--- config.mk ---
export PLATFORM = sky130hd
export DESIGN_NAME = pc_fetch_unit_flat
export DESIGN_NICKNAME = d
export VERILOG_FILES = /design/src/rtl/pc_fetch_unit_if.sv /design/src/rtl/pc_fetch_unit.sv /design/src/flat_wrapper.sv
export SDC_FILE = /design/constraint.sdc
export NUM_CORES = 1
export LEC_CHECK = 0
export CORE_ASPECT_RATIO = 1.25
export CORE_UTILIZATION = 50
export CTS_BUF_LIST = sky130_fd_sc_hd__clkbuf_4
export DETAILED_ROUTE_END_ITERATION = 7
export GPL_ROUTABILITY_DRIVEN = 1
export PLACE_DENSITY = 0.87
export SYNTH_ARGS = -nofsm -noshare
export SYNTH_HDL_FRONTEND = slang
export SYNTH_SLANG_ARGS = --single-unit
--- constraint.sdc ---
create_clock -name i_clk -period 8.8 [get_ports i_clk]
set_clock_uncertainty 0.1 [all_clocks]
set_input_delay 1.76 -clock i_clk [delete_from_list [all_inputs] [get_ports i_clk]]
set_output_delay 1.76 -clock i_clk [all_outputs]
set_load 0.005 [all_outputs]
--- src/rtl/pc_fetch_unit_if.sv ---
// Fetch unit bus bundle: instruction-memory request/response and
// decode-side instruction handshake.
interface pc_fetch_unit_if;
  logic        o_imem_req;
  logic [31:0] o_imem_addr;
  logic        i_imem_ready;
  logic        i_imem_rvalid;
  logic [31:0] i_imem_rdata;
  logic        o_inst_valid;
  logic [31:0] o_inst;
  logic [31:0] o_inst_pc;
  logic        i_inst_ready;

  modport master (
    output o_imem_req,
    output o_imem_addr,
    input  i_imem_ready,
    input  i_imem_rvalid,
    input  i_imem_rdata,
    output o_inst_valid,
    output o_inst,
    output o_inst_pc,
    input  i_inst_ready
  );

  modport slave (
    input  o_imem_req,
    input  o_imem_addr,
    output i_imem_ready,
    output i_imem_rvalid,
    output i_imem_rdata,
    input  o_inst_valid,
    input  o_inst,
    input  o_inst_pc,
    output i_inst_ready
  );
endinterface

--- src/rtl/pc_fetch_unit.sv ---
// Program counter and single-outstanding instruction fetch with
// redirect handling and stale-response dropping.
module pc_fetch_unit #(
  parameter logic [31:0] RESET_PC = 32'h0000_0000
) (
  input  logic        i_clk,
  input  logic        i_reset,
  input  logic        i_redirect,
  input  logic [31:0] i_redirect_pc,
  pc_fetch_unit_if.master bus,
  output logic        o_misaligned,
  output logic [31:0] o_fetch_count
);

  localparam logic [2:0] IDLE = 3'd0;
  localparam logic [2:0] REQ  = 3'd1;
  localparam logic [2:0] WAIT = 3'd2;
  localparam logic [2:0] HOLD = 3'd3;
  localparam logic [2:0] DROP = 3'd4;

  logic [2:0]  state_q, state_d;
  logic [31:0] pc_q, pc_d;
  logic [31:0] inst_q, inst_d;
  logic [31:0] inst_pc_q, inst_pc_d;
  logic [31:0] cnt_q, cnt_d;
  logic        mis_q, mis_d;

  always_comb begin
    state_d   = state_q;
    pc_d      = pc_q;
    inst_d    = inst_q;
    inst_pc_d = inst_pc_q;
    cnt_d     = cnt_q;
    mis_d     = i_redirect && (i_redirect_pc[1:0] != 2'b00);
    case (state_q)
      IDLE: state_d = REQ;
      REQ: begin
        if (bus.i_imem_ready)
          state_d = i_redirect ? DROP : WAIT;
      end
      WAIT: begin
        if (bus.i_imem_rvalid) begin
          if (i_redirect) begin
            state_d = REQ;
          end else begin
            inst_d    = bus.i_imem_rdata;
            inst_pc_d = pc_q;
            state_d   = HOLD;
          end
        end else if (i_redirect) begin
          state_d = DROP;
        end
      end
      HOLD: begin
        if (i_redirect) begin
          state_d = REQ;
        end else if (bus.i_inst_ready) begin
          pc_d    = pc_q + 32'd4;
          cnt_d   = cnt_q + 32'd1;
          state_d = REQ;
        end
      end
      DROP: begin
        // exactly one in-flight response is owed; swallow it
        if (bus.i_imem_rvalid)
          state_d = REQ;
      end
      default: state_d = IDLE;
    endcase
    if (i_redirect)
      pc_d = {i_redirect_pc[31:2], 2'b00};
  end

  always_ff @(posedge i_clk or posedge i_reset) begin
    if (i_reset) begin
      state_q   <= IDLE;
      pc_q      <= RESET_PC;
      inst_q    <= 32'h0;
      inst_pc_q <= 32'h0;
      cnt_q     <= 32'h0;
      mis_q     <= 1'b0;
    end else begin
      state_q   <= state_d;
      pc_q      <= pc_d;
      inst_q    <= inst_d;
      inst_pc_q <= inst_pc_d;
      cnt_q     <= cnt_d;
      mis_q     <= mis_d;
    end
  end

  assign bus.o_imem_req   = (state_q == REQ);
  assign bus.o_imem_addr  = pc_q;
  assign bus.o_inst_valid = (state_q == HOLD);
  assign bus.o_inst       = inst_q;
  assign bus.o_inst_pc    = inst_pc_q;
  assign o_misaligned     = mis_q;
  assign o_fetch_count    = cnt_q;

endmodule

--- src/flat_wrapper.sv ---
// flat-port wrapper written by rule: the top's interface ports become plain ports
module pc_fetch_unit_flat 
#(
  parameter logic [31:0] RESET_PC = 32'h0000_0000
)
  (i_clk, i_reset, i_redirect, i_redirect_pc, o_misaligned, o_fetch_count, bus_o_imem_req, bus_o_imem_addr, bus_i_imem_ready, bus_i_imem_rvalid, bus_i_imem_rdata, bus_o_inst_valid, bus_o_inst, bus_o_inst_pc, bus_i_inst_ready);
  pc_fetch_unit_if bus_i ();
  input  logic i_clk;
  input  logic i_reset;
  input  logic i_redirect;
  input  logic [31:0] i_redirect_pc;
  output logic o_misaligned;
  output logic [31:0] o_fetch_count;
  output wire logic [$bits(bus_i.o_imem_req)-1:0] bus_o_imem_req;
  output wire logic [$bits(bus_i.o_imem_addr)-1:0] bus_o_imem_addr;
  input wire logic [$bits(bus_i.i_imem_ready)-1:0] bus_i_imem_ready;
  input wire logic [$bits(bus_i.i_imem_rvalid)-1:0] bus_i_imem_rvalid;
  input wire logic [$bits(bus_i.i_imem_rdata)-1:0] bus_i_imem_rdata;
  output wire logic [$bits(bus_i.o_inst_valid)-1:0] bus_o_inst_valid;
  output wire logic [$bits(bus_i.o_inst)-1:0] bus_o_inst;
  output wire logic [$bits(bus_i.o_inst_pc)-1:0] bus_o_inst_pc;
  input wire logic [$bits(bus_i.i_inst_ready)-1:0] bus_i_inst_ready;
  assign bus_o_imem_req = bus_i.o_imem_req;
  assign bus_o_imem_addr = bus_i.o_imem_addr;
  assign bus_i.i_imem_ready = bus_i_imem_ready;
  assign bus_i.i_imem_rvalid = bus_i_imem_rvalid;
  assign bus_i.i_imem_rdata = bus_i_imem_rdata;
  assign bus_o_inst_valid = bus_i.o_inst_valid;
  assign bus_o_inst = bus_i.o_inst;
  assign bus_o_inst_pc = bus_i.o_inst_pc;
  assign bus_i.i_inst_ready = bus_i_inst_ready;
  pc_fetch_unit #(.RESET_PC(RESET_PC)) u_core (.i_clk(i_clk), .i_reset(i_reset), .i_redirect(i_redirect), .i_redirect_pc(i_redirect_pc), .bus(bus_i), .o_misaligned(o_misaligned), .o_fetch_count(o_fetch_count));
endmodule
# ---- Yosys cells after proc, flatten, opt, wreduce, memory -nomap -nowiden
# Index checks and enable logic that the tools add are counted.
dict set report totals {
  romBits 0
  reg_bits 132
  ramBits 0
  mem_count 0
  latchBits 0
}
dict set report classes {
  div 0
  shift 0
  addsub 2
  mul 0
  magnitude_cmp 0
  bitwise_logic 1
  n_eq_ne 8
  mux 12
  n_reduce_logical 9
}
# cell n
set op_table {}
lappend op_table {{32-bit 2-to-1 mux} 3}
lappend op_table {{32-bit by 1-bit adder with 32-bit output (second input constant)} 1}
lappend op_table {{32-bit by 3-bit adder with 32-bit output (second input constant)} 1}
lappend op_table {{3-bit 2-to-1 mux} 7}
lappend op_table {{3-bit case mux with 5 select lines} 1}
lappend op_table {{3-bit by 2-bit equality test with 1-bit output (second input constant)} 2}
lappend op_table {{3-bit AND reduction} 2}
lappend op_table {{2-bit nonzero test} 3}
lappend op_table {{4-bit AND reduction} 1}
lappend op_table {{3-bit by 1-bit equality test with 1-bit output (second input constant)} 1}
lappend op_table {{3-bit equality test (second input constant)} 1}
lappend op_table {{3-bit zero test} 1}
lappend op_table {{3-bit by 2-bit inequality test with 1-bit output (second input constant)} 1}
lappend op_table {{3-bit inequality test (second input constant)} 1}
lappend op_table {{2-bit 2-to-1 mux} 1}
lappend op_table {{2-bit by 1-bit inequality test with 1-bit output (second input constant)} 1}
lappend op_table {{2-bit inequality test (second input constant)} 1}
lappend op_table {{2-bit AND reduction} 1}
lappend op_table {{1-bit logical AND} 1}
lappend op_table {{1-bit NOT} 1}

# ---- Depth between registers and ports, before layout
# Gate-level depths: netlist of run 1.
dict set report logic_depth {
  word_depth 4
  depth_mapped 9
  depth_no_buf 5
}

# ---- Worst setup path before layout of run 1
# Ideal clock, no wire load.
dict set report synth_path {
  path_type {input port to flip-flop}
  from {input port i_redirect}
  to {register u_core.inst_q[0] (netlist: u_core.bus.o_inst[0])}
  t_arrival_ps 3235
  required_time_ps 8575
  path_slack_ps 5340
  cell_stages 7
  setup_time_ps 125
  path_cell_list {or3b_1 buf_2 or3_1 buf_2 buf_6 buf_6 mux2_4}
}
dict set report synth_between {
  elab_chain_cells 2
}
# item line_no
set synth_rtl {}
lappend synth_rtl {{from (decl)} flat_wrapper.sv:10} ;# input logic i_redirect;
lappend synth_rtl {{1-bit NOT (no line)} n/a}
lappend synth_rtl {{3-bit AND reduction (no line)} n/a}
lappend synth_rtl {{to (signal assigned)} pc_fetch_unit.sv:85} ;# inst_q <= inst_d;
lappend synth_rtl {{to (decl)} pc_fetch_unit.sv:23} ;# logic [31:0] inst_q, inst_d;
# No other way between the ends.
# A chain may end at the register's enable or synchronous reset.

# ---- Worst setup path after layout of run 1
dict set report layout_path {
  from {input port i_redirect}
  to {register u_core.inst_q[25] (netlist: u_core.bus.o_inst[25])}
}
# The elaborated chain is that of the path after synthesis.

==> metrics.md, run 1 <==
| Metric | Value |
|---|---|
| Layout cells sized above 1 | `13.5%` |
| Status | `completed` |
| FF/Latch Area | `3200 µm²` |
| Internal Power | `1.28 mW` |
| Synth cell types | `46` |
| Sequential fraction of the synthesis area | `54.4%` |
| Clock Latency Late Sink | `0.52 ns` |
| Largest area contributor in the netlist | `dfrtp_1` |
| DR iter-0 viols | `293` |
| Startpoint Class | `input port` |
| Placed Cells incl. Taps | `824` |
| Share of the synthesized area in the top cell type | `54.4%` |
| Final HPWL DP | `10.8 mm` |
| Final Net Count | `780` |
| TritonCTS clock tree | `done` |
| Critical path class | `in2reg` |
| FP Rows | `43` |
| Mapped cell area | `5890 µm²` |
| CORE AREA | `11300 µm²` |
| Die height | `123 µm` |
| CTS Sinks | `128` |
| Crit-path leading delay family | `buffers and inverters` |
| DR vias | `4887` |
| GPL Wtd Cong | `0.835` |
| Gr usage total | `25.6%` |
| CTS H-tree lvls | `4` |
| EDFF count, synth | `0` |
| Post-route minimum period | `3.99 ns` |
| Max Clock Freq | `0.250 GHz` |
| Switching Share | `27.4%` |
| Max Root-Sink Buffers | `2` |
| Critical-path top delay cell | `buf_4` |
| Hold Violations, Final | `0` |
| Initial core utilization | `52.1%` |
| P per Cell Area | `215 nW/µm²` |
| Antenna Nets Post-Route | `0` |
| Area of the multi-input gates | `2500 µm²` |
| Leakage | `3.45 nW` |
| Max-cap violations | `0` |
| Input/output buffers | `196` |
| CP max stage delay | `0.59 ns` |
| Worst Path Required | `9.09 ns` |
| Switching power | `0.481 mW` |
| Clk pin slew, worst setup/hold paths | `0.10 ns` |
| Largest net degree at the start of global routing | `86` |
| Fin crit share | `45.4%` |
| Least-Margin Pin Slew | `1.04 ns` |
| Final slew viol count | `0` |
| Clock network power share | `22.6%` |
| Post-synthesis async set-or-reset flop share | `100%` |
| Crit-path cells | `buf_2, or3b_1, or3_2, buf_4, mux2_2` |
| Most frequent cell after synthesis | `dfrtp_1` |
| Die extent in x | `99.1 µm` |
| Part of the power in registers | `46.9%` |
| Post-CTS Setup Bufs | `0` |
| Maximum VDD drop | `129 µV` |
| WL final | `15.0 mm` |
| Nature of the critical path endpoint | `flip-flop` |
| Crit path max fanout | `47` |
| Num CTS Buffers | `17` |
| Grt ovf | `0` |
| First-pass GRT wire length | `24.3 mm` |
| Post-cts repair resize count | `0` |
| Wire per inst | `17.5 µm` |
| Most frequent cells after synthesis | `dfrtp_1 (128), mux2_2 (49), nand2_1 (43)` |
| Root Driver | `clkbuf_4` |
| Post-Layout Cell Count | `855` |
| Main flop type after synthesis | `dfrtp_1` |
| Worst hold-check path type | `reg2reg` |
| RSZ-0062 raised after global routing | `false` |
| Syn Inst Count | `517` |
| Slew headroom | `30.4%` |
| Yosys Warn Count | `0` |
| DRC | `0` |
| Number of vias per cell | `5.72` |
| Top cells by area, synth | `dfrtp_1 (54%), mux2_2 (9.4%), xnor2_1 (4.8%), nand2_1 (2.7%), nand3_1 (2.7%)` |
| I/O pin count | `201` |
| Antenna violations before repair | `1` |
| Final Setup Violations | `0` |
| Syn-to-layout area delta | `38.7%` |
| Fill count | `833` |
| Combinational Power Share | `30.5%` |
| Die area | `12200 µm²` |
| Setup TNS | `0 ns` |
| Number of global-route vias before repair | `4895` |
| Worst EP arrival | `4.29 ns` |
| CTS Hold Bufs | `0` |
| Drt pass-1 iters | `6` |
| Buf/Inv on CP | `2` |
| Mean post-synth cell area | `11.4 µm²` |
| Seq cells post-synth | `128` |
==> flip-flops by register name (all words and copies together) (netlist names) <==
signal / count
u_core.bus.o_imem_addr: 30
u_core.bus.o_inst: 32
u_core.bus.o_inst_pc: 30
u_core.o_fetch_count: 32
u_core.o_misaligned: 1
u_core.state_q: 3
==> placed cells by master (no fill, tap or decap), types with 5 or more instances in the layout <==
cell type	synthesis	routed
a31oi_1	11	11
and3_1	6	6
and4_1	7	7
clkbuf_4	0	17
clkdlybuf4s50_1	0	195
dfrtp_1	128	128
inv_1	8	7
mux2_2	49	49
mux2_4	8	8
nand2_1	43	43
nand3_1	32	32
nand4_1	21	21
nor2_1	23	23
nor2b_1	6	6
nor3_1	7	7
nor4_1	10	10
o21ai_0	24	24
o31ai_1	8	8
or3_1	6	5
or4_1	15	15
xnor2_1	32	32
xor2_1	9	9
==> logic make-up (layout without fill, tap and decap cells) <==
group	after synthesis	in the layout	synth area share, %
AOI/OAI and AO/OA	60	60	6.54
xor gates and xnor gates	41	41	6.10
adders and majority gates	2	2	0.425
buffers and inverters	39	238	3.36
DFF	128	128	54.4
muxes	58	58	11.6
other	1	5	0.0637
and+or+nand+nor	188	188	17.6
==> per-layer routing <==
metal  track usage [%]  routed length, µm
met1              31.6               6110
met2              42.7               7560
met3              6.39                907
met4              11.4                412
met5                 0                  0
==> final cells by class <==
class | count | share of cell area [%]
antenna | 1 | 0.0306
clock buffer | 17 | 1.56
clock inverter | 13 | 1.81
inverter | 9 | 0.444
multi-input combinational | 353 | 30.6
sequential | 128 | 39.2
tap | 135 | 2.07
timing repair buffer | 199 | 24.2
==> power groups by stage <==
stage	Sequential [mW]	Combinational, mW	Clock [mW]
CTS	0.823	0.543	0.408
floorplan	0.817	0.209	0
detailed placement	0.833	0.541	0
global route	0.842	0.580	0.434
global placement	0.825	0.521	0
finish	0.823	0.536	0.398
==> per-stage QoR <==
stage / hold WS [ns] / cell area [µm²] / total power, mW / setup slack (ns) / util [%]
floorplan: 0.368 / 5900 / 1.03 / 3.53 / -
global placement: 0.361 / 7890 / 1.35 / 4.40 / 69.8
finish: 0.381 / 8170 / 1.76 / 4.81 / 72.3
CTS: 0.386 / 8170 / 1.77 / 4.81 / 72.3
detailed placement: 0.365 / 7890 / 1.37 / 4.28 / 69.8
global route: 0.392 / 8170 / 1.86 / 4.67 / 72.3
==> worst paths after layout <==
kind | startpoint | to | slack (ns) | cells past startpoint
hold / removal | u_core.o_fetch_count[31]$_DFFE_PP0P_ | u_core.o_fetch_count[31]$_DFFE_PP0P_ | 0.38 | 1
min in group asynchronous | i_reset | u_core.bus.o_inst[1]$_DFFE_PP0P_ | 1.55 | 2
setup reg to reg | u_core.state_q[1]$_DFFE_PP0P_ | u_core.bus.o_inst[0]$_DFFE_PP0P_ | 5.98 | 4
max in group asynchronous | i_reset | u_core.o_fetch_count[15]$_DFFE_PP0P_ | 5.58 | 3
setup / recovery | i_redirect | u_core.bus.o_inst[25]$_DFFE_PP0P_ | 4.81 | 5
hold reg to reg | u_core.o_fetch_count[31]$_DFFE_PP0P_ | u_core.o_fetch_count[31]$_DFFE_PP0P_ | 0.38 | 1
No activity file was read; power rests on OpenSTA's default activity.
==> inputs of run 2 (changes only) <==
- CORE_UTILIZATION: 50 -> 47
- PLACE_DENSITY: 0.87 -> 0.82
- clock period: 8.8 -> 3.8 ns (I/O delays scaled with it)
==> run 2 against run 1 <==
Combinational power rose by 130%. Via count fell by 1.5%. Non-clock buffer count increased by 3. Total power grew 120%. Register-to-register slack lost 4.7 ns. Core utilization fell by 5.0 points. Die area rose by 6.3%. Hold slack got worse by 0.0056 ns. First-iteration DRC count fell by 4.1%. Routed wire length decreased by 0.47%. Clock power up 94%. Critical path type is now reg2out.
==> metrics.md, run 2 (same netlist as run 1, synthesis figures left out) <==
| Metric | Value |
|---|---|
| Status | `completed` |
| Wire per inst | `16.8 µm` |
| Largest net degree at the start of global routing | `77` |
| Die extent in x | `102 µm` |
| WL final | `14.9 mm` |
| Part of the power in registers | `48.5%` |
| Worst hold-check path type | `reg2reg` |
| CP max stage delay | `0.56 ns` |
| P per Cell Area | `478 nW/µm²` |
| Worst Path Required | `2.94 ns` |
| Hold Violations, Final | `0` |
| Layout cells sized above 1 | `13.6%` |
| Least-Margin Pin Slew | `0.960 ns` |
| Max Root-Sink Buffers | `2` |
| Combinational Power Share | `31.8%` |
| Min-Delay Endpoint | `u_core.o_fetch_count[31]$_DFFE_PP0P_` |
| Fin crit share | `78.3%` |
| Antenna Nets Post-Route | `0` |
| Root Driver | `clkbuf_4` |
| Drt pass-1 iters | `5` |
| Hold Path Stages | `1` |
| Slew headroom | `35.4%` |
| Switching power | `1.08 mW` |
| Critical-path top delay cell | `clkdlybuf4s50_1` |
| Final Net Count | `783` |
| CTS Sinks | `128` |
| Startpoint Class | `flip-flop` |
| First-pass GRT wire length | `23.9 mm` |
| Nature of the critical path endpoint | `primary output` |
| R2R Setup Slk | `1.33 ns` |
| FP Rows | `45` |
| DR vias | `4814` |
| Maximum VDD drop | `279 µV` |
| Post-route minimum period | `2.98 ns` |
| Number of vias per cell | `5.43` |
| Crit path max fanout | `10` |
| Clock Latency Late Sink | `0.51 ns` |
| Die height | `127 µm` |
| Power, Total | `3.92 mW` |
| CORE AREA | `12200 µm²` |
| TritonCTS clock tree | `done` |
| Worst EP arrival | `2.12 ns` |
| Post-Layout Cell Count | `886` |
| Placed cell areas | `7970 µm²` |
| CTS H-tree lvls | `4` |
| Placed Cells incl. Taps | `856` |
| Clock network power share | `19.8%` |
| Internal Power | `2.83 mW` |
| Syn-to-layout area delta | `39.0%` |
| Post-cts repair resize count | `0` |
| DRC | `0` |
| Switching Share | `27.6%` |
| DR iter-0 viols | `281` |
| Leakage | `3.45 nW` |
| Crit-path cells | `nor2b_1, nor2b_1, clkdlybuf4s50_1` |
| Critical hold path startpoint | `u_core.o_fetch_count[31]$_DFFE_PP0P_` |
| R2R Path Start | `u_core.state_q[1]$_DFFE_PP0P_` |
| I/O pin count | `201` |
| Initial core utilization | `48.4%` |
| Final Setup Violations | `0` |
| Gr usage total | `23.7%` |
| Max-cap violations | `0` |
| Input/output buffers | `196` |
| Reg2Reg Capture Point | `u_core.o_fetch_count[27]$_DFFE_PP0P_` |
| Number of global-route vias before repair | `4823` |
| Max Clock Freq | `0.336 GHz` |
| Most used cell, CP | `nor2b_1` |
| Final Instance Area | `8190 µm²` |
| Critical path class | `reg2out` |
| Post-layout util | `67.3%` |
| Die area | `13000 µm²` |
| Fill count | `958` |
| Final slew viol count | `0` |
| Most common cell after layout, fill and taps aside | `clkdlybuf4s50_1` |
| Antenna violations before repair | `1` |
| GPL Wtd Cong | `0.817` |
| RSZ-0062 raised after global routing | `false` |
| Setup crit start | `u_core.state_q[0]$_DFFE_PP0P_` |
| Final HPWL DP | `10.7 mm` |
| R2r worst-path depth | `4` |
| Num CTS Buffers | `17` |
| Grt ovf | `0` |
| CTS Hold Bufs | `0` |
| Clk pin slew, worst setup/hold paths | `0.09 ns` |
| Commonest cells after routing, fill and taps aside | `clkdlybuf4s50_1 (195), dfrtp_1 (128), mux2_2 (49)` |
| Setup TNS | `0 ns` |
| Post-CTS Setup Bufs | `0` |
-- run 2: layout make-up --
cell class,count,area [µm²],area share (%)
clock inverter,10,73.8,0.902
multi-input combinational,353,2510,30.6
inverter,9,37.5,0.459
sequential,128,3200,39.1
antenna,1,2.50,0.0306
timing repair buffer,202,2010,24.6
tap,164,205,2.51
clock buffer,19,143,1.74
-- run 2: how the worst max path moves through the flow --
stage | end | slack [ns]
floorplan | u_core.bus.o_inst[0]$_DFFE_PP0P_ | 1.34
global placement | u_core.bus.o_imem_addr[18]$_DFFE_PP0P_ | 0.79
detailed placement | u_core.bus.o_imem_addr[16]$_DFFE_PP0P_ | 0.71
CTS | bus_o_imem_req | 0.77
global route | bus_o_imem_req | 0.72
finish | bus_o_imem_req | 0.82
-- run 2: metal layers --
metal,share of wire [%],vias up,global-route usage (%),routed length (µm)
met5,0,-,0,0
met4,1.6,0,9.58,246
met3,6.4,22,5.47,954
met2,52,181,40.6,7690
met1,40,2358,28.5,6030
li1,-,2253,-,-
-- run 2: metrics by stage --
stage | worst slack [ns] | hold WS [ns]
floorplan | 1.34 | 0.368
global placement | 0.785 | 0.369
detailed placement | 0.708 | 0.366
CTS | 0.769 | 0.384
global route | 0.717 | 0.392
finish | 0.824 | 0.376
-- run 2: power groups by stage --
stage	registers (mW)	logic, mW	clock network [mW]
floorplan	1.89	0.484	0
global placement	1.90	1.22	0
detailed placement	1.92	1.26	0
CTS	1.90	1.26	0.796
global route	1.94	1.36	0.850
finish	1.90	1.24	0.774
-- run 2: worst max-delay path, delay by kind of cell, from the launching register on --
family                 cells  cell delay, ns
and+or+nand+nor            2            0.50
buffers and inverters      1            0.56
DFF                        1            0.55
